--- src/rtl/keypad_emulator_pkg.sv ---
// Shared types for the keypad emulator: key codes, key position, and FSM states.
package keypad_pkg;

  localparam logic [3:0] KEY_0 = 4'h0;
  localparam logic [3:0] KEY_1 = 4'h1;
  localparam logic [3:0] KEY_2 = 4'h2;
  localparam logic [3:0] KEY_3 = 4'h3;
  localparam logic [3:0] KEY_4 = 4'h4;
  localparam logic [3:0] KEY_5 = 4'h5;
  localparam logic [3:0] KEY_6 = 4'h6;
  localparam logic [3:0] KEY_7 = 4'h7;
  localparam logic [3:0] KEY_8 = 4'h8;
  localparam logic [3:0] KEY_9 = 4'h9;
  localparam logic [3:0] KEY_A = 4'hA;
  localparam logic [3:0] KEY_B = 4'hB;
  localparam logic [3:0] KEY_C = 4'hC;
  localparam logic [3:0] KEY_D = 4'hD;
  localparam logic [3:0] KEY_E = 4'hE;
  localparam logic [3:0] KEY_F = 4'hF;

  typedef struct packed {
    logic [1:0] row;
    logic [1:0] col;
  } key_pos_t;

  typedef enum logic [2:0] {
    IDLE,
    BOUNCE_P,
    HOLD,
    BOUNCE_R,
    GAP
  } emu_state_t;

  function automatic key_pos_t code_to_pos(input logic [3:0] code);
    key_pos_t p;
    p = '0;
    case (code)
      KEY_1: p = '{row: 2'd0, col: 2'd0};
      KEY_2: p = '{row: 2'd0, col: 2'd1};
      KEY_3: p = '{row: 2'd0, col: 2'd2};
      KEY_A: p = '{row: 2'd0, col: 2'd3};
      KEY_4: p = '{row: 2'd1, col: 2'd0};
      KEY_5: p = '{row: 2'd1, col: 2'd1};
      KEY_6: p = '{row: 2'd1, col: 2'd2};
      KEY_B: p = '{row: 2'd1, col: 2'd3};
      KEY_7: p = '{row: 2'd2, col: 2'd0};
      KEY_8: p = '{row: 2'd2, col: 2'd1};
      KEY_9: p = '{row: 2'd2, col: 2'd2};
      KEY_C: p = '{row: 2'd2, col: 2'd3};
      KEY_D: p = '{row: 2'd3, col: 2'd0};
      KEY_0: p = '{row: 2'd3, col: 2'd1};
      KEY_E: p = '{row: 2'd3, col: 2'd2};
      KEY_F: p = '{row: 2'd3, col: 2'd3};
      default: p = '0;
    endcase
    return p;
  endfunction

  function automatic int max_int(input int a, input int b);
    return (a > b) ? a : b;
  endfunction

endpackage

--- src/rtl/keypad_emulator_if.sv ---
// Key-press command channel: valid/ready request with key code, plus busy/done status.
interface keypad_emulator_if;
  logic       press_valid;
  logic       press_ready;
  logic [3:0] key_code;
  logic       busy;
  logic       done;

  modport master (output press_valid, output key_code,
                  input press_ready, input busy, input done);
  modport slave  (input press_valid, input key_code,
                  output press_ready, output busy, output done);
endinterface

--- src/rtl/keypad_emulator_bounce_lfsr.sv ---
// 16-bit Galois LFSR (x^16+x^14+x^13+x^11) supplying contact bounce bits.
module bounce_lfsr #(
  parameter logic [15:0] SEED = 16'hACE1
) (
  input  logic clk,
  input  logic n_reset,
  input  logic step,
  output logic bit_out
);

  logic [15:0] lfsr;

  always_ff @(posedge clk or negedge n_reset) begin
    if (!n_reset) begin
      lfsr <= SEED;
    end else if (step) begin
      lfsr <= {1'b0, lfsr[15:1]} ^ (lfsr[0] ? 16'hB400 : 16'h0000);
    end
  end

  assign bit_out = lfsr[0];

endmodule

--- src/rtl/keypad_emulator.sv ---
// Passive 4x4 keypad model: holds one key per command and answers the column scan.
// Contact bounce on press/release is enabled by defining KEYPAD_EMU_BOUNCE_EN.
//
// state    | meaning
// IDLE     | open contact, ready for a command
// BOUNCE_P | press bounce, contact follows the LFSR
// HOLD     | clean closed contact
// BOUNCE_R | release bounce, contact follows the LFSR
// GAP      | forced open time before the next command
module keypad_emulator
  import keypad_pkg::*;
#(
  parameter int          BOUNCE_CYCLES = 2000,
  parameter int          BOUNCE_STEP   = 64,
  parameter int          HOLD_CYCLES   = 540000,
  parameter int          GAP_CYCLES    = 270000,
  parameter logic [15:0] LFSR_SEED     = 16'hACE1
) (
  input  logic              clk,
  input  logic              n_reset,
  input  logic [3:0]        columnas,
  output logic [3:0]        filas,
  keypad_emulator_if.slave  cmd
);

  localparam int MAX_P = max_int(max_int(BOUNCE_CYCLES, BOUNCE_STEP),
                                 max_int(HOLD_CYCLES, GAP_CYCLES));
  localparam int CW = $clog2(MAX_P) + 1;

  if (BOUNCE_STEP < 1) begin : g_bad_step
    $error("BOUNCE_STEP must be at least 1");
  end
  if (LFSR_SEED == 16'h0000) begin : g_bad_seed
    $error("LFSR_SEED must be non-zero");
  end

  emu_state_t    state, state_nxt;
  logic [CW-1:0] cnt;
  logic          contact, contact_nxt;
  logic          done_q, done_nxt;
  logic [3:0]    key_q;
  logic          accept;
  key_pos_t      pos;

  assign accept          = cmd.press_valid && (state == IDLE);
  assign cmd.press_ready = (state == IDLE);
  assign cmd.busy        = (state != IDLE);
  assign cmd.done        = done_q;
  assign pos             = code_to_pos(key_q);

`ifdef KEYPAD_EMU_BOUNCE_EN
  logic [CW-1:0] step_cnt;
  logic          step_hit;
  logic          lfsr_bit;
  logic          lfsr_step;

  assign step_hit = (step_cnt == CW'(BOUNCE_STEP - 1));

  bounce_lfsr #(.SEED(LFSR_SEED)) u_lfsr (
    .clk     (clk),
    .n_reset (n_reset),
    .step    (lfsr_step),
    .bit_out (lfsr_bit)
  );

  // Step counter restarts on every state change so each bounce phase starts aligned.
  always_ff @(posedge clk or negedge n_reset) begin
    if (!n_reset) begin
      step_cnt <= '0;
    end else if ((state_nxt != state) || step_hit) begin
      step_cnt <= '0;
    end else begin
      step_cnt <= step_cnt + CW'(1);
    end
  end
`endif

  always_ff @(posedge clk or negedge n_reset) begin
    if (!n_reset) begin
      state   <= IDLE;
      cnt     <= '0;
      contact <= 1'b0;
      done_q  <= 1'b0;
      key_q   <= '0;
    end else begin
      state   <= state_nxt;
      cnt     <= ((state_nxt != state) || (state == IDLE)) ? '0 : cnt + CW'(1);
      contact <= contact_nxt;
      done_q  <= done_nxt;
      if (accept) begin
        key_q <= cmd.key_code;
      end
    end
  end

  always_comb begin
    state_nxt   = state;
    contact_nxt = contact;
    done_nxt    = 1'b0;
`ifdef KEYPAD_EMU_BOUNCE_EN
    lfsr_step   = 1'b0;
`endif
    case (state)
      IDLE: begin
        contact_nxt = 1'b0;
        if (accept) begin
`ifdef KEYPAD_EMU_BOUNCE_EN
          state_nxt   = BOUNCE_P;
          contact_nxt = 1'b0;
`else
          state_nxt   = HOLD;
          contact_nxt = 1'b1;
`endif
        end
      end
`ifdef KEYPAD_EMU_BOUNCE_EN
      BOUNCE_P: begin
        if (cnt == CW'(BOUNCE_CYCLES - 1)) begin
          state_nxt   = HOLD;
          contact_nxt = 1'b1;
        end else if (step_hit) begin
          contact_nxt = lfsr_bit;
          lfsr_step   = 1'b1;
        end
      end
      BOUNCE_R: begin
        if (cnt == CW'(BOUNCE_CYCLES - 1)) begin
          state_nxt   = GAP;
          contact_nxt = 1'b0;
        end else if (step_hit) begin
          contact_nxt = lfsr_bit;
          lfsr_step   = 1'b1;
        end
      end
`endif
      HOLD: begin
        contact_nxt = 1'b1;
        if (cnt == CW'(HOLD_CYCLES - 1)) begin
`ifdef KEYPAD_EMU_BOUNCE_EN
          state_nxt = BOUNCE_R;
`else
          state_nxt = GAP;
`endif
          contact_nxt = 1'b0;
        end
      end
      GAP: begin
        contact_nxt = 1'b0;
        if (cnt == CW'(GAP_CYCLES - 1)) begin
          state_nxt = IDLE;
          done_nxt  = 1'b1;
        end
      end
      default: begin
        state_nxt   = IDLE;
        contact_nxt = 1'b0;
      end
    endcase
  end

  // Row bit 3-r is ~r for a 2-bit index; same for columns.
  always_comb begin
    filas = '0;
    if (contact && columnas[~pos.col]) begin
      filas[~pos.row] = 1'b1;
    end
  end

endmodule

--- src/flat_wrapper.sv ---
// flat-port wrapper written by rule: the top's interface ports become plain ports
module keypad_emulator_flat import keypad_pkg::*;
#(
  parameter int          BOUNCE_CYCLES = 2000,
  parameter int          BOUNCE_STEP   = 64,
  parameter int          HOLD_CYCLES   = 540000,
  parameter int          GAP_CYCLES    = 270000,
  parameter logic [15:0] LFSR_SEED     = 16'hACE1
)
  (clk, n_reset, columnas, filas, cmd_press_valid, cmd_key_code, cmd_press_ready, cmd_busy, cmd_done);
  keypad_emulator_if cmd_i ();
  input  logic clk;
  input  logic n_reset;
  input  logic [3:0] columnas;
  output logic [3:0] filas;
  input wire logic [$bits(cmd_i.press_valid)-1:0] cmd_press_valid;
  input wire logic [$bits(cmd_i.key_code)-1:0] cmd_key_code;
  output wire logic [$bits(cmd_i.press_ready)-1:0] cmd_press_ready;
  output wire logic [$bits(cmd_i.busy)-1:0] cmd_busy;
  output wire logic [$bits(cmd_i.done)-1:0] cmd_done;
  assign cmd_i.press_valid = cmd_press_valid;
  assign cmd_i.key_code = cmd_key_code;
  assign cmd_press_ready = cmd_i.press_ready;
  assign cmd_busy = cmd_i.busy;
  assign cmd_done = cmd_i.done;
  keypad_emulator #(.BOUNCE_CYCLES(BOUNCE_CYCLES), .BOUNCE_STEP(BOUNCE_STEP), .HOLD_CYCLES(HOLD_CYCLES), .GAP_CYCLES(GAP_CYCLES), .LFSR_SEED(LFSR_SEED)) u_core (.clk(clk), .n_reset(n_reset), .columnas(columnas), .filas(filas), .cmd(cmd_i));
endmodule
--- config.mk ---
export PLATFORM = sky130hd
export DESIGN_NAME = keypad_emulator_flat
export DESIGN_NICKNAME = d
export VERILOG_FILES = /design/src/rtl/keypad_emulator_pkg.sv /design/src/rtl/keypad_emulator_if.sv /design/src/rtl/keypad_emulator_bounce_lfsr.sv /design/src/rtl/keypad_emulator.sv /design/src/flat_wrapper.sv
export SDC_FILE = /design/constraint.sdc
export NUM_CORES = 1
export LEC_CHECK = 0
export BUFFER_PORTS_ARGS = -buffer_cell sky130_fd_sc_hd__buf_2
export CAP_MARGIN = 20
export CORE_ASPECT_RATIO = 1.4
export CORE_UTILIZATION = 40
export CTS_CLUSTER_DIAMETER = 200
export DETAILED_ROUTE_END_ITERATION = 6
export HOLD_SLACK_MARGIN = 0.02
export PLACE_DENSITY = 0.58
export SLEW_MARGIN = 20
export SYNTH_ARGS = -nofsm -noshare
export SYNTH_HDL_FRONTEND = slang
export SYNTH_SLANG_ARGS = --single-unit
--- constraint.sdc ---
create_clock -name clk -period 2.3 [get_ports clk]
set_input_delay 0.46 -clock clk [delete_from_list [all_inputs] [get_ports clk]]
set_output_delay 0.46 -clock clk [all_outputs]
set_load 0.005 [all_outputs]
==> summary.txt, run 1 <==
Power
  – Combinational Power Share: 26.0%
  – Cell Int Power: 0.9644 mW
  – Sw Ratio: 30.80%
  – Pwr dens: 637.6 nW/um^2
  – LEAKAGE: 0.8906 nW
  – Peak supply drop: 0.4250 mV
  – Clk pwr share: 31.4%
  – Part of the power in registers: 42.6%
  – Switching power: 0.4293 mW

Route
  – Drt initial violations: 56
  – Detailed Routing Iterations Pass 1: 4
  – Vias per cell: 5.143
  – Routed len/inst: 12.90 microns
  – Post-route DRC violation count: 0
  – Antenna Nets Post-Route: 0
  – Via count: 1404
  – WL final: 3.522 mm

Critical path
  – Arrival time at the worst endpoint: 1.96 ns
  – Crit end category: primary output
  – CP Max Fanout: 4
  – Worst Path Required: 1.84 ns
  – Worst Path Class, Setup: reg2out
  – Startpoint types: flip-flop

Global routing
  – GRT Util Overall: 17.33%
  – Pin count of the biggest net entering global routing: 31
  – GRT overflow: 0
  – Antenna violations before repair: 0
  – Global-route wire length before repair: 6.065 mm
  – M2 GR Usage: 32.30%
  – GRT busiest layer: met2
  – Met1 Usage GRT: 16.92%
  – Vias in the first global route: 1437
  – Met3 GRT Util: 4.618%

Synth
  – Post-synth EDFFs: 0
  – Top-count cell post-synth: dfrtp_1
  – Syn nets: 204
  – Fraction of registers with async set/reset: 100.0%
  – Syn. warnings: 0
  – Sequential area share after synthesis: 41.93%
  – Top post-synthesis cells by area: dfrtp_1 (42%), nor2_2 (7.0%), xor2_1 (5.9%), nand3_1 (5.0%), ha_1 (4.2%)
  – Yosys top cell by area: dfrtp_1
  – Post-synth top cells: dfrtp_1 (30), nor2_2 (20), nand3_1 (18)
  – Post-synth top flop: dfrtp_1
  – Seq cells post-synth: 30
  – Cells after Synth: 187
  – Unique masters post-synth: 42
  – Mapped Avg Cell Area: 9.575 sq um
  – Post-Syn Area: 1790 sq um
  – Top cell type's share of synthesized area: 41.93%

Placement
  – Dpl ws: -0.02802 ns
  – IO Port Bufs: 17
  – Placed Instances: 261
  – GP Congestion: 0.7976
  – DPL Wire Length: 2.547 mm

Floorplanning
  – Horiz. Die Dim: 58.55 microns
  – Die area: 4752 sq um
  – Starting Density: 41.89%
  – Num ports: 18
  – Die Y: 81.16 microns
  – Core area: 4274 sq um
  – Row cnt: 28

Outcome
  – Violated checks: setup timing
  – Run status: finished, violations left

Clock network
  – CTS root buf: clkbuf_8
  – Clock Tree Buf Depth: 2
  – Htree depth: 2
  – CTS tree: built
  – Reg clk slew, reported paths: 0.06 ns
  – CTS Hold Bufs: 0
  – TritonCTS buffer count: 5
  – Sink Count: 30
  – Clock Latency Late Sink: 0.28 ns

Min path
  – HP Class: in2async

Cells and area
  – ANT cells: 0
  – Area growth, synth to finish: 22.08%
  – Layout cells sized above 1: 35.68%
  – Non-filler cells, final: 273
  – Filler cells: 405
  – NumNets Final: 229

STA
  – Fin Hold WS: 0.2032 ns
  – Final min period: 2.420 ns
  – Final setup vio count: 4
  – Final Hold Vio Count: 0
  – Slew Limit Fails: 0
  – Period utilization: 105.2%
  – Worst Skew: 0.006714 ns
  – Fmax: 0.4132 GHz
  – Measured slew at the worst slew-check pin: 0.6583 ns
  – RSZ-0062 raised after global routing: yes
  – Setup tns final: -0.4557 ns
  – Worst relative slew slack: 56.12%
  – Final Worst Setup Slack: -0.1198 ns

Run
  – Max-cap viol count: 0
==> metal layers <==
layer | share of wire [%] | vias to the layer above
met4 | 1.5 | 0
met2 | 56 | 19
met5 | 0 | -
met3 | 2.3 | 5
li1 | - | 697
met1 | 40 | 683
==> per-stage QoR <==
step,power (mW),cell area (sq um),util [%]
global placement,0.8291,1944,45.49
CTS,1.394,2162,50.59
global route,1.473,2186,51.14
detailed placement,0.8411,1944,45.49
floorplan,0.7660,1790,-
finish,1.394,2186,51.14
==> worst paths after layout <==
kind,startpoint,end,slack (ns),cells past startpoint
worst min-delay path,n_reset,u_core.cnt[20]$_DFF_PN0_,0.20,1
max in group asynchronous,n_reset,u_core.key_q[0]$_DFFE_PN0P_,1.63,1
worst max register to register,u_core.cnt[15]$_DFF_PN0_,u_core.cnt[12]$_DFF_PN0_,0.29,6
worst min register to register,u_core.cnt[0]$_DFF_PN0_,u_core.cnt[0]$_DFF_PN0_,0.49,1
min in group clk,cmd_key_code[0],u_core.key_q[0]$_DFFE_PN0P_,0.40,3
worst max-delay path,u_core.key_q[0]$_DFFE_PN0P_,filas[3],-0.12,8
==> cell families after synthesis <==
kind of cell    count (synthesis)  synth area share [%]
simple gates                   94                 30.19
flops                          30                 41.93
compound gates                 22                 8.736
xor+xnor                       19                 9.294
buf+inv                        11                 3.144
fa+ha+maj                       6                 4.193
mux                             4                 2.306
other cells                     1                0.2094
==> cells in the final DEF, fill, tap and decap left out, drive strengths merged, types with 2 or more instances in the layout <==
| cell type | instances |
|---|---|
| nor4 | 2 |
| or4 | 2 |
| o22ai | 4 |
| and2 | 2 |
| o21ai | 9 |
| dfrtp | 30 |
| mux2i | 3 |
| inv | 6 |
| clkbuf | 6 |
| xnor2 | 7 |
| nand3 | 18 |
| buf | 23 |
| ha | 6 |
| xor2 | 12 |
| nor4b | 2 |
| nand2b | 3 |
| nand4 | 4 |
| nor2 | 28 |
| nor3 | 4 |
| or2 | 2 |
| o31ai | 2 |
| and3 | 5 |
| nor2b | 4 |
| nand2 | 16 |
==> what timing repair did <==
item | CTS | global route
pin swaps | 7 | 9
endpoints found under the setup margin | 4 | 4
setup buffers | 4 | 0
gates resized for setup | 19 | 7
==> critical path, stage by stage, from the launching register on <==
cell and delay (ns):
dfrtp_2 0.45, buf_6 0.13, ha_2 0.18, mux2i_1 0.13
nand2_1 0.11, o21ai_4 0.12, mux2i_4 0.30, o22ai_1 0.12
buf_2 0.13
==> power groups by stage <==
stage	clock network [mW]	registers, mW	logic (mW)
final	0.437	0.594	0.363
after global routing	0.474	0.600	0.399
after CTS	0.457	0.588	0.349
after detailed placement	0	0.591	0.250
after global placement	0	0.588	0.241
after floorplan	0	0.578	0.188
==> area by class of cell <==
type | count | area [sq um] | share of cell area [%]
Clock inverter | 2 | 12.51 | 0.5724
Timing Repair Buffer | 23 | 150.1 | 6.869
Inverter | 6 | 27.53 | 1.259
Clock buffer | 6 | 82.58 | 3.778
Tap cell | 60 | 75.07 | 3.434
Sequential cell | 30 | 754.5 | 34.52
Multi-Input combinational cell | 146 | 1084 | 49.57
==> registers in the layout (all words and copies together) (netlist names) <==
| signal | cells |
|---|---|
| u_core.contact | 1 |
| u_core.state | 3 |
| u_core.key_q | 4 |
| u_core.cnt | 21 |
| u_core.cmd.done | 1 |
Power figures use the tool's default switching activity.
==> run 2, diff against run 1 <==
--- a/config.mk
+++ b/config.mk
@@ -13,6 +13,7 @@
 export DETAILED_ROUTE_END_ITERATION = 6
 export HOLD_SLACK_MARGIN = 0.02
 export PLACE_DENSITY = 0.58
+export SETUP_SLACK_MARGIN = 0.2
 export SLEW_MARGIN = 20
 export SYNTH_ARGS = -nofsm -noshare
 export SYNTH_HDL_FRONTEND = slang
==> summary.txt, run 2 (synthesized netlist as in run 1, its figures left out) <==
Outcome
  – Run status: finished, violations left (unchanged)
  – Violated checks: setup timing (unchanged)

Global routing
  – GRT overflow: 0 (unchanged)
  – Global-route wire length before repair: 6.065 mm (unchanged)
  – GRT Util Overall: 17.33% (unchanged)
  – Pin count of the biggest net entering global routing: 31 (unchanged)
  – Vias in the first global route: 1437 (unchanged)
  – Antenna violations before repair: 0 (unchanged)

Critical path
  – Buf+Inv Stages, Crit Path: 2 (unchanged)
  – Crit-path cells: buf_6, ha_2, mux2i_1, nand2_1, o21ai_4, mux2i_4, o22ai_1, buf_2 (unchanged)
  – Worst path slowest cell: dfrtp_2 (unchanged)
  – Reg2reg start: u_core.cnt[15]$_DFF_PN0_ (unchanged)
  – Worst Path Class, Setup: reg2out (unchanged)
  – Startpoint types: flip-flop (unchanged)
  – Crit end category: primary output (unchanged)
  – CP max stage delay: 0.45 ns (about the same)
  – CP Max Fanout: 4 (unchanged)
  – CP delay by family, top: flip-flops (unchanged)
  – Arrival time at the worst endpoint: 1.96 ns (about the same)
  – Worst Setup SP: u_core.key_q[0]$_DFFE_PN0P_ (unchanged)
  – Worst Path Required: 1.84 ns (about the same)

Placement
  – GP Congestion: 0.7976 (unchanged)
  – IO Port Bufs: 17 (unchanged)
  – DPL Wire Length: 2.547 mm (unchanged)
  – Placed Instances: 261 (unchanged)
  – Dpl ws: -0.02802 ns (unchanged)
  – Placement Cell Area: 1944 sq um (unchanged)

Floorplanning
  – Die area: 4752 sq um (unchanged)
  – Die Y: 81.16 microns (unchanged)
  – Horiz. Die Dim: 58.55 microns (unchanged)
  – Row cnt: 28 (unchanged)
  – Starting Density: 41.89% (unchanged)
  – Num ports: 18 (unchanged)
  – Core area: 4274 sq um (unchanged)

Cells and area
  – NumNets Final: 231 (was 229)
  – Most frequent cells in the layout: dfrtp_1 (27), nor2_2 (20), nand3_1 (18), buf_2 (17), nand2_1 (16) (unchanged)
  – Non-filler cells, final: 275 (was 273)
  – Final cell utilization of the core: 51.49% (was 51.14%)
  – Largest Register: u_core.cnt (unchanged)
  – Largest register FFs: 21 (unchanged)
  – Final instance area: 2201 sq um (was 2186 sq um)
  – Area growth, synth to finish: 22.92% (was 22.08%)
  – Top Registers: u_core.cnt: 21 flops, u_core.key_q: 4 flops, u_core.state: 3 flops (unchanged)
  – ANT cells: 0 (unchanged)
  – Layout cells sized above 1: 36.28% (was 35.68%)
  – Filler cells: 405 (unchanged)
  – Most common cell after layout, fill and taps aside: dfrtp_1 (unchanged)

Route
  – Post-route DRC violation count: 0 (unchanged)
  – Detailed Routing Iterations Pass 1: 4 (unchanged)
  – WL final: 3.570 mm (was 3.522 mm)
  – Drt initial violations: 75 (was 56)
  – Via count: 1397 (was 1404)
  – Routed len/inst: 12.98 microns (was 12.90 microns)
  – Vias per cell: 5.080 (was 5.143)
  – Antenna Nets Post-Route: 0 (unchanged)

Clock network
  – CTS Hold Bufs: 0 (unchanged)
  – Clock Tree Buf Depth: 2 (unchanged)
  – CTS root buf: clkbuf_8 (unchanged)
  – Htree depth: 2 (unchanged)
  – Reg clk slew, reported paths: 0.06 ns (about the same)
  – TritonCTS buffer count: 5 (unchanged)
  – CTS tree: built (unchanged)
  – Sink Count: 30 (unchanged)
  – Clock Latency Late Sink: 0.28 ns (about the same)

Power
  – Total design power: 1.398 mW (was 1.394 mW)
  – LEAKAGE: 0.8986 nW (was 0.8906 nW)
  – Peak supply drop: 0.4259 mV (was 0.4250 mV)
  – Pwr dens: 635.3 nW/um^2 (was 637.6 nW/um^2)

STA
  – Worst relative slew slack: 55.74% (was 56.12%)
  – Final Worst Setup Slack: -0.1222 ns (was -0.1198 ns)
  – Fmax: 0.4129 GHz (was 0.4132 GHz)
  – Final setup vio count: 4 (unchanged)
  – Slew Limit Fails: 0 (unchanged)
  – Final min period: 2.422 ns (was 2.420 ns)
  – Measured slew at the worst slew-check pin: 0.6639 ns (was 0.6583 ns)
  – Final Hold Vio Count: 0 (unchanged)
  – Worst Skew: 0.006784 ns (was 0.006714 ns)
  – RSZ-0062 raised after global routing: yes (unchanged)
  – Period utilization: 105.3% (was 105.2%)

Min path
  – HP Class: in2async (unchanged)

Run
  – Max-cap viol count: 0 (unchanged)
run 2: changes by cell type in the layout (fill, tap and decap cells not counted), sizes merged:
cell	previous run	this run
buf	23	25
run 2: worst paths after layout:
path                       cells after the start  slack (ns)                          end
max                                            8       -0.12                     filas[3]
min                                            1        0.21     u_core.cnt[20]$_DFF_PN0_
max reg2reg                                    6        0.43     u_core.cnt[12]$_DFF_PN0_
min reg2reg                                    1        0.49      u_core.cnt[0]$_DFF_PN0_
max in group asynchronous                      1        1.62  u_core.key_q[0]$_DFFE_PN0P_
min in group clk                               3        0.40  u_core.key_q[0]$_DFFE_PN0P_
run 2: power by group:
group | switching, mW | leakage [nW] | internal [mW]
clock network | 0.197 | 0.0472 | 0.240
logic | 0.190 | 0.448 | 0.177
registers | 0.0437 | 0.403 | 0.551
run 2: through the flow:
stage,TNS [ns],hold WS (ns)
3_5_place_dp,-0.09617,0.4882
2_1_floorplan,0,0.1644
3_3_place_gp,0,0.4752
6_report,-0.4628,0.2067
5_1_grt,-0.9056,0.2584
4_1_cts,-0.6252,0.2253
run 2: layout make-up:
class                   instances  area, sq um  area share [%]
multi-input cells             146         1084           49.23
inverters                       6        27.53           1.251
repair buffers                 25        165.2           7.504
flip-flops and latches         30        754.5           34.28
clock buffers                   6        82.58           3.752
clock inverters                 2        12.51          0.5685
well taps                      60        75.07           3.411
run 2: repair_timing:
item / 4_1_cts / 5_1_grt
pin swaps: 7 / 10
buffers inserted: 4 / 2
gates resized for setup: 19 / 7
endpoints found under the setup margin: 4 / 20
gates cloned: 0 / 0
run 2: layer usage:
layer	vias up	share of wire, %	global-route usage [%]
met5	-	0	0
met2	17	56	32.30
li1	697	-	-
met4	0	1.5	9.762
met1	678	40	16.92
met3	5	2.4	4.618
==> run 3, diff against run 2 <==
--- a/config.mk
+++ b/config.mk
@@ -8,13 +8,14 @@
 export BUFFER_PORTS_ARGS = -buffer_cell sky130_fd_sc_hd__buf_2
 export CAP_MARGIN = 20
 export CORE_ASPECT_RATIO = 1.4
-export CORE_UTILIZATION = 40
+export CORE_UTILIZATION = 58
 export CTS_CLUSTER_DIAMETER = 200
 export DETAILED_ROUTE_END_ITERATION = 6
 export HOLD_SLACK_MARGIN = 0.02
-export PLACE_DENSITY = 0.58
+export PLACE_DENSITY = 0.79
 export SETUP_SLACK_MARGIN = 0.2
 export SLEW_MARGIN = 20
 export SYNTH_ARGS = -nofsm -noshare
 export SYNTH_HDL_FRONTEND = slang
+export SYNTH_HIERARCHICAL = 1
 export SYNTH_SLANG_ARGS = --single-unit
==> summary.txt, run 3 <==
Outcome
  – Run status: finished, violations left (unchanged)
  – Violated checks: setup timing (unchanged)

Critical path
  – Crit end category: primary output (unchanged)
  – CP max stage delay: 0.40 ns (was 0.45 ns)
  – Worst Path Required: 1.84 ns (about the same)
  – Buf+Inv Stages, Crit Path: 2 (unchanged)
  – Reg-to-reg endpoint: u_core/cnt[11]$_DFF_PN0_ (was u_core.cnt[12]$_DFF_PN0_)
  – WP depth: 8 (unchanged)
  – Worst Path Class, Setup: reg2out (unchanged)
  – Worst R2R Path Depth: 7 (was 6)
  – Arrival time at the worst endpoint: 2.08 ns (was 1.96 ns)
  – CP Max Fanout: 5 (was 4)
  – Startpoint types: flip-flop (unchanged)
  – Reg2reg start: u_core/cnt[0]$_DFF_PN0_ (was u_core.cnt[15]$_DFF_PN0_)
  – Flop-to-flop setup slack: 0.36 ns (was 0.43 ns)
  – Worst path slowest cell: a211oi_2 (was dfrtp_2)
  – CP delay by family, top: compound AO/OA/AOI/OAI gates (was flip-flops)
  – Crit-path cells: buf_4, ha_2, nor2_1, a211oi_2, a31o_2, nand3_1, o22ai_1, buf_2 (was buf_6, ha_2, mux2i_1, nand2_1, o21ai_4, mux2i_4, o22ai_1, buf_2)

Power
  – Combinational Power Share: 28.1% (was 26.2%)
  – Sw Ratio: 31.53% (was 30.81%)
  – Peak supply drop: 0.6267 mV (was 0.4259 mV)
  – Pwr dens: 654.5 nW/um^2 (was 635.3 nW/um^2)
  – Clk pwr share: 30.3% (was 31.2%)
  – Switching power: 0.4418 mW (was 0.4308 mW)
  – Part of the power in registers: 41.7% (was 42.5%)
  – LEAKAGE: 0.8929 nW (was 0.8986 nW)
  – Cell Int Power: 0.9594 mW (was 0.9675 mW)

Cells and area
  – Most common cell after layout, fill and taps aside: dfrtp_1 (unchanged)
  – Multi-input logic area: 1076 sq um (was 1084 sq um)
  – NumNets Final: 230 (was 231)
  – Filler cells: 215 (was 405)
  – ANT cells: 0 (unchanged)
  – Final instance area: 2141 sq um (was 2201 sq um)
  – Area growth, synth to finish: 20.66% (was 22.92%)
  – Largest Register: u_core/cnt (was u_core.cnt)
  – Layout cells sized above 1: 31.78% (was 36.28%)
  – Largest register FFs: 21 (unchanged)
  – Top Registers: u_core/cnt: 21 flops, u_core/key_q: 4 flops, u_core/state: 3 flops (was u_core.cnt: 21 flops, u_core.key_q: 4 flops, u_core.state: 3 flops)
  – Sequential Area: 750.7 sq um (was 754.5 sq um)
  – Most frequent cells in the layout: dfrtp_1 (30), nor2_1 (20), buf_2 (17), nand2_1 (17), nand3_1 (16) (was dfrtp_1 (27), nor2_2 (20), nand3_1 (18), buf_2 (17), nand2_1 (16))
  – Non-filler cells, final: 251 (was 275)

Synth
  – Post-synth top flop: dfrtp_1 (unchanged)
  – Cells after Synth: 188 (was 187)
  – Post-synth EDFFs: 0 (unchanged)
  – Top cell type's share of synthesized area: 42.31% (was 41.93%)
  – Post-synth top cells: dfrtp_1 (30), nor2_1 (22), nand2_1 (17) (was dfrtp_1 (30), nor2_2 (20), nand3_1 (18))
  – Syn. warnings: 6 (was 0)
  – Yosys top cell by area: dfrtp_1 (unchanged)
  – Top-count cell post-synth: dfrtp_1 (unchanged)
  – Fraction of registers with async set/reset: 100.0% (unchanged)
  – Syn nets: 205 (was 204)
  – Sequential area share after synthesis: 42.31% (was 41.93%)
  – Mapped Avg Cell Area: 9.437 sq um (was 9.575 sq um)
  – Post-Syn Area: 1774 sq um (was 1790 sq um)
  – Top post-synthesis cells by area: dfrtp_1 (42%), xor2_1 (5.4%), nor2_1 (4.7%), nand3_1 (4.5%), ha_1 (4.2%) (was dfrtp_1 (42%), nor2_2 (7.0%), xor2_1 (5.9%), nand3_1 (5.0%), ha_1 (4.2%))
  – Unique masters post-synth: 42 (unchanged)
  – Seq cells post-synth: 30 (unchanged)

Route
  – Routed len/inst: 15.51 microns (was 12.98 microns)
  – Via count: 1511 (was 1397)
  – Drt initial violations: 58 (was 75)
  – Vias per cell: 6.020 (was 5.080)
  – WL final: 3.892 mm (was 3.570 mm)
  – Post-route DRC violation count: 0 (unchanged)
  – Antenna Nets Post-Route: 0 (unchanged)
  – Detailed Routing Iterations Pass 1: 5 (was 4)

STA
  – Worst relative slew slack: 57.40% (was 55.74%)
  – Final Hold Vio Count: 0 (unchanged)
  – Fmax: 0.3944 GHz (was 0.4129 GHz)
  – Slew Limit Fails: 0 (unchanged)
  – Fin Hold WS: 0.1949 ns (was 0.2067 ns)
  – Measured slew at the worst slew-check pin: 0.6390 ns (was 0.6639 ns)
  – Final setup vio count: 4 (unchanged)
  – Setup tns final: -0.8892 ns (was -0.4628 ns)
  – Period utilization: 110.2% (was 105.3%)
  – Worst Skew: 0.007106 ns (was 0.006784 ns)
  – Final Worst Setup Slack: -0.2355 ns (was -0.1222 ns)
  – Final min period: 2.535 ns (was 2.422 ns)
  – RSZ-0062 raised after global routing: yes (unchanged)

Floorplanning
  – Die Y: 67.44 microns (was 81.16 microns)
  – Die area: 3287 sq um (was 4752 sq um)
  – Horiz. Die Dim: 48.75 microns (was 58.55 microns)
  – Core area: 2878 sq um (was 4274 sq um)
  – Row cnt: 23 (was 28)
  – Starting Density: 61.65% (was 41.89%)
  – Num ports: 18 (unchanged)

Global routing
  – GRT overflow: 0 (unchanged)
  – GRT Util Overall: 26.28% (was 17.33%)
  – Pin count of the biggest net entering global routing: 31 (unchanged)
  – Vias in the first global route: 1490 (was 1437)
  – Global-route wire length before repair: 6.375 mm (was 6.065 mm)
  – Antenna violations before repair: 0 (unchanged)

Placement
  – Dpl ws: -0.03707 ns (was -0.02802 ns)
  – GP Congestion: 0.8529 (was 0.7976)
  – Placement Cell Area: 1919 sq um (was 1944 sq um)
  – Placed Instances: 241 (was 261)
  – IO Port Bufs: 17 (unchanged)
  – DPL Wire Length: 2.673 mm (was 2.547 mm)

Clock network
  – Htree depth: 2 (unchanged)
  – Clock Latency Late Sink: 0.28 ns (about the same)
  – TritonCTS buffer count: 5 (unchanged)
  – Sink Count: 30 (unchanged)
  – Reg clk slew, reported paths: 0.06 ns (about the same)
  – CTS root buf: clkbuf_8 (unchanged)
  – CTS tree: built (unchanged)
  – CTS Hold Bufs: 0 (unchanged)
  – Clock Tree Buf Depth: 2 (unchanged)

Min path
  – HP Class: in2async (unchanged)

Run
  – Max-cap viol count: 0 (unchanged)
==> run 3: timing repair <==
item                       4_1_cts  5_1_grt
resized for setup               24        2
buffers inserted                 2        0
gates cloned                     0        0
setup endpoints to repair        4        4
pin swaps                        6        1
==> run 3: kinds of logic (layout without fill, tap and decap cells) <==
| family | after synthesis | count (layout) | share of synthesized area (%) |
|---|---|---|---|
| buf+inv | 12 | 38 | 3.385 |
| simple gates | 95 | 95 | 29.69 |
| compound gates | 22 | 22 | 9.098 |
| fa+ha+maj | 6 | 6 | 4.231 |
| mux | 3 | 3 | 1.693 |
| xor+xnor | 19 | 19 | 9.379 |
| other cells | 1 | 1 | 0.2114 |
| flops | 30 | 30 | 42.31 |
==> run 3: worst max path at each step <==
stage / end / start
2_1_floorplan: filas[0] / u_core/key_q[1]$_DFFE_PN0P_
3_3_place_gp: filas[2] / u_core/key_q[0]$_DFFE_PN0P_
3_5_place_dp: filas[2] / u_core/key_q[0]$_DFFE_PN0P_
4_1_cts: filas[2] / u_core/key_q[1]$_DFFE_PN0P_
5_1_grt: filas[2] / u_core/key_q[1]$_DFFE_PN0P_
6_report: filas[2] / u_core/key_q[1]$_DFFE_PN0P_
==> run 3: area by class of cell <==
class	count	area share, %
Clock buffer	7	4.033
Multi-Input combinational cell	146	50.26
Clock inverter	1	0.2338
Sequential cell	30	35.07
Tap cell	37	2.162
Timing Repair Buffer	23	7.013
Inverter	7	1.227
==> run 3: metrics by stage <==
step,util (%),total power [mW]
after CTS,74.09,1.391
final,74.39,1.401
after global placement,66.70,0.8411
after floorplan,-,0.7701
after detailed placement,66.70,0.8617
after global routing,74.39,1.468
==> run 3: per-layer routing <==
metal  GRT usage, %  up-vias  part of all wire, %
li1               -      709                    -
met1          23.01      734                   37
met2          55.56       51                   57
met3          5.405       17                  3.5
met4          12.50        0                  2.7
met5              0        -                    0
==> run 3: power by group through the flow <==
| stage | Clock (mW) | Combinational [mW] | Sequential [mW] |
|---|---|---|---|
| 2_1_floorplan | 0 | 0.196 | 0.574 |
| 3_3_place_gp | 0 | 0.258 | 0.583 |
| 3_5_place_dp | 0 | 0.275 | 0.587 |
| 4_1_cts | 0.438 | 0.373 | 0.580 |
| 5_1_grt | 0.465 | 0.419 | 0.585 |
| 6_report | 0.424 | 0.393 | 0.584 |
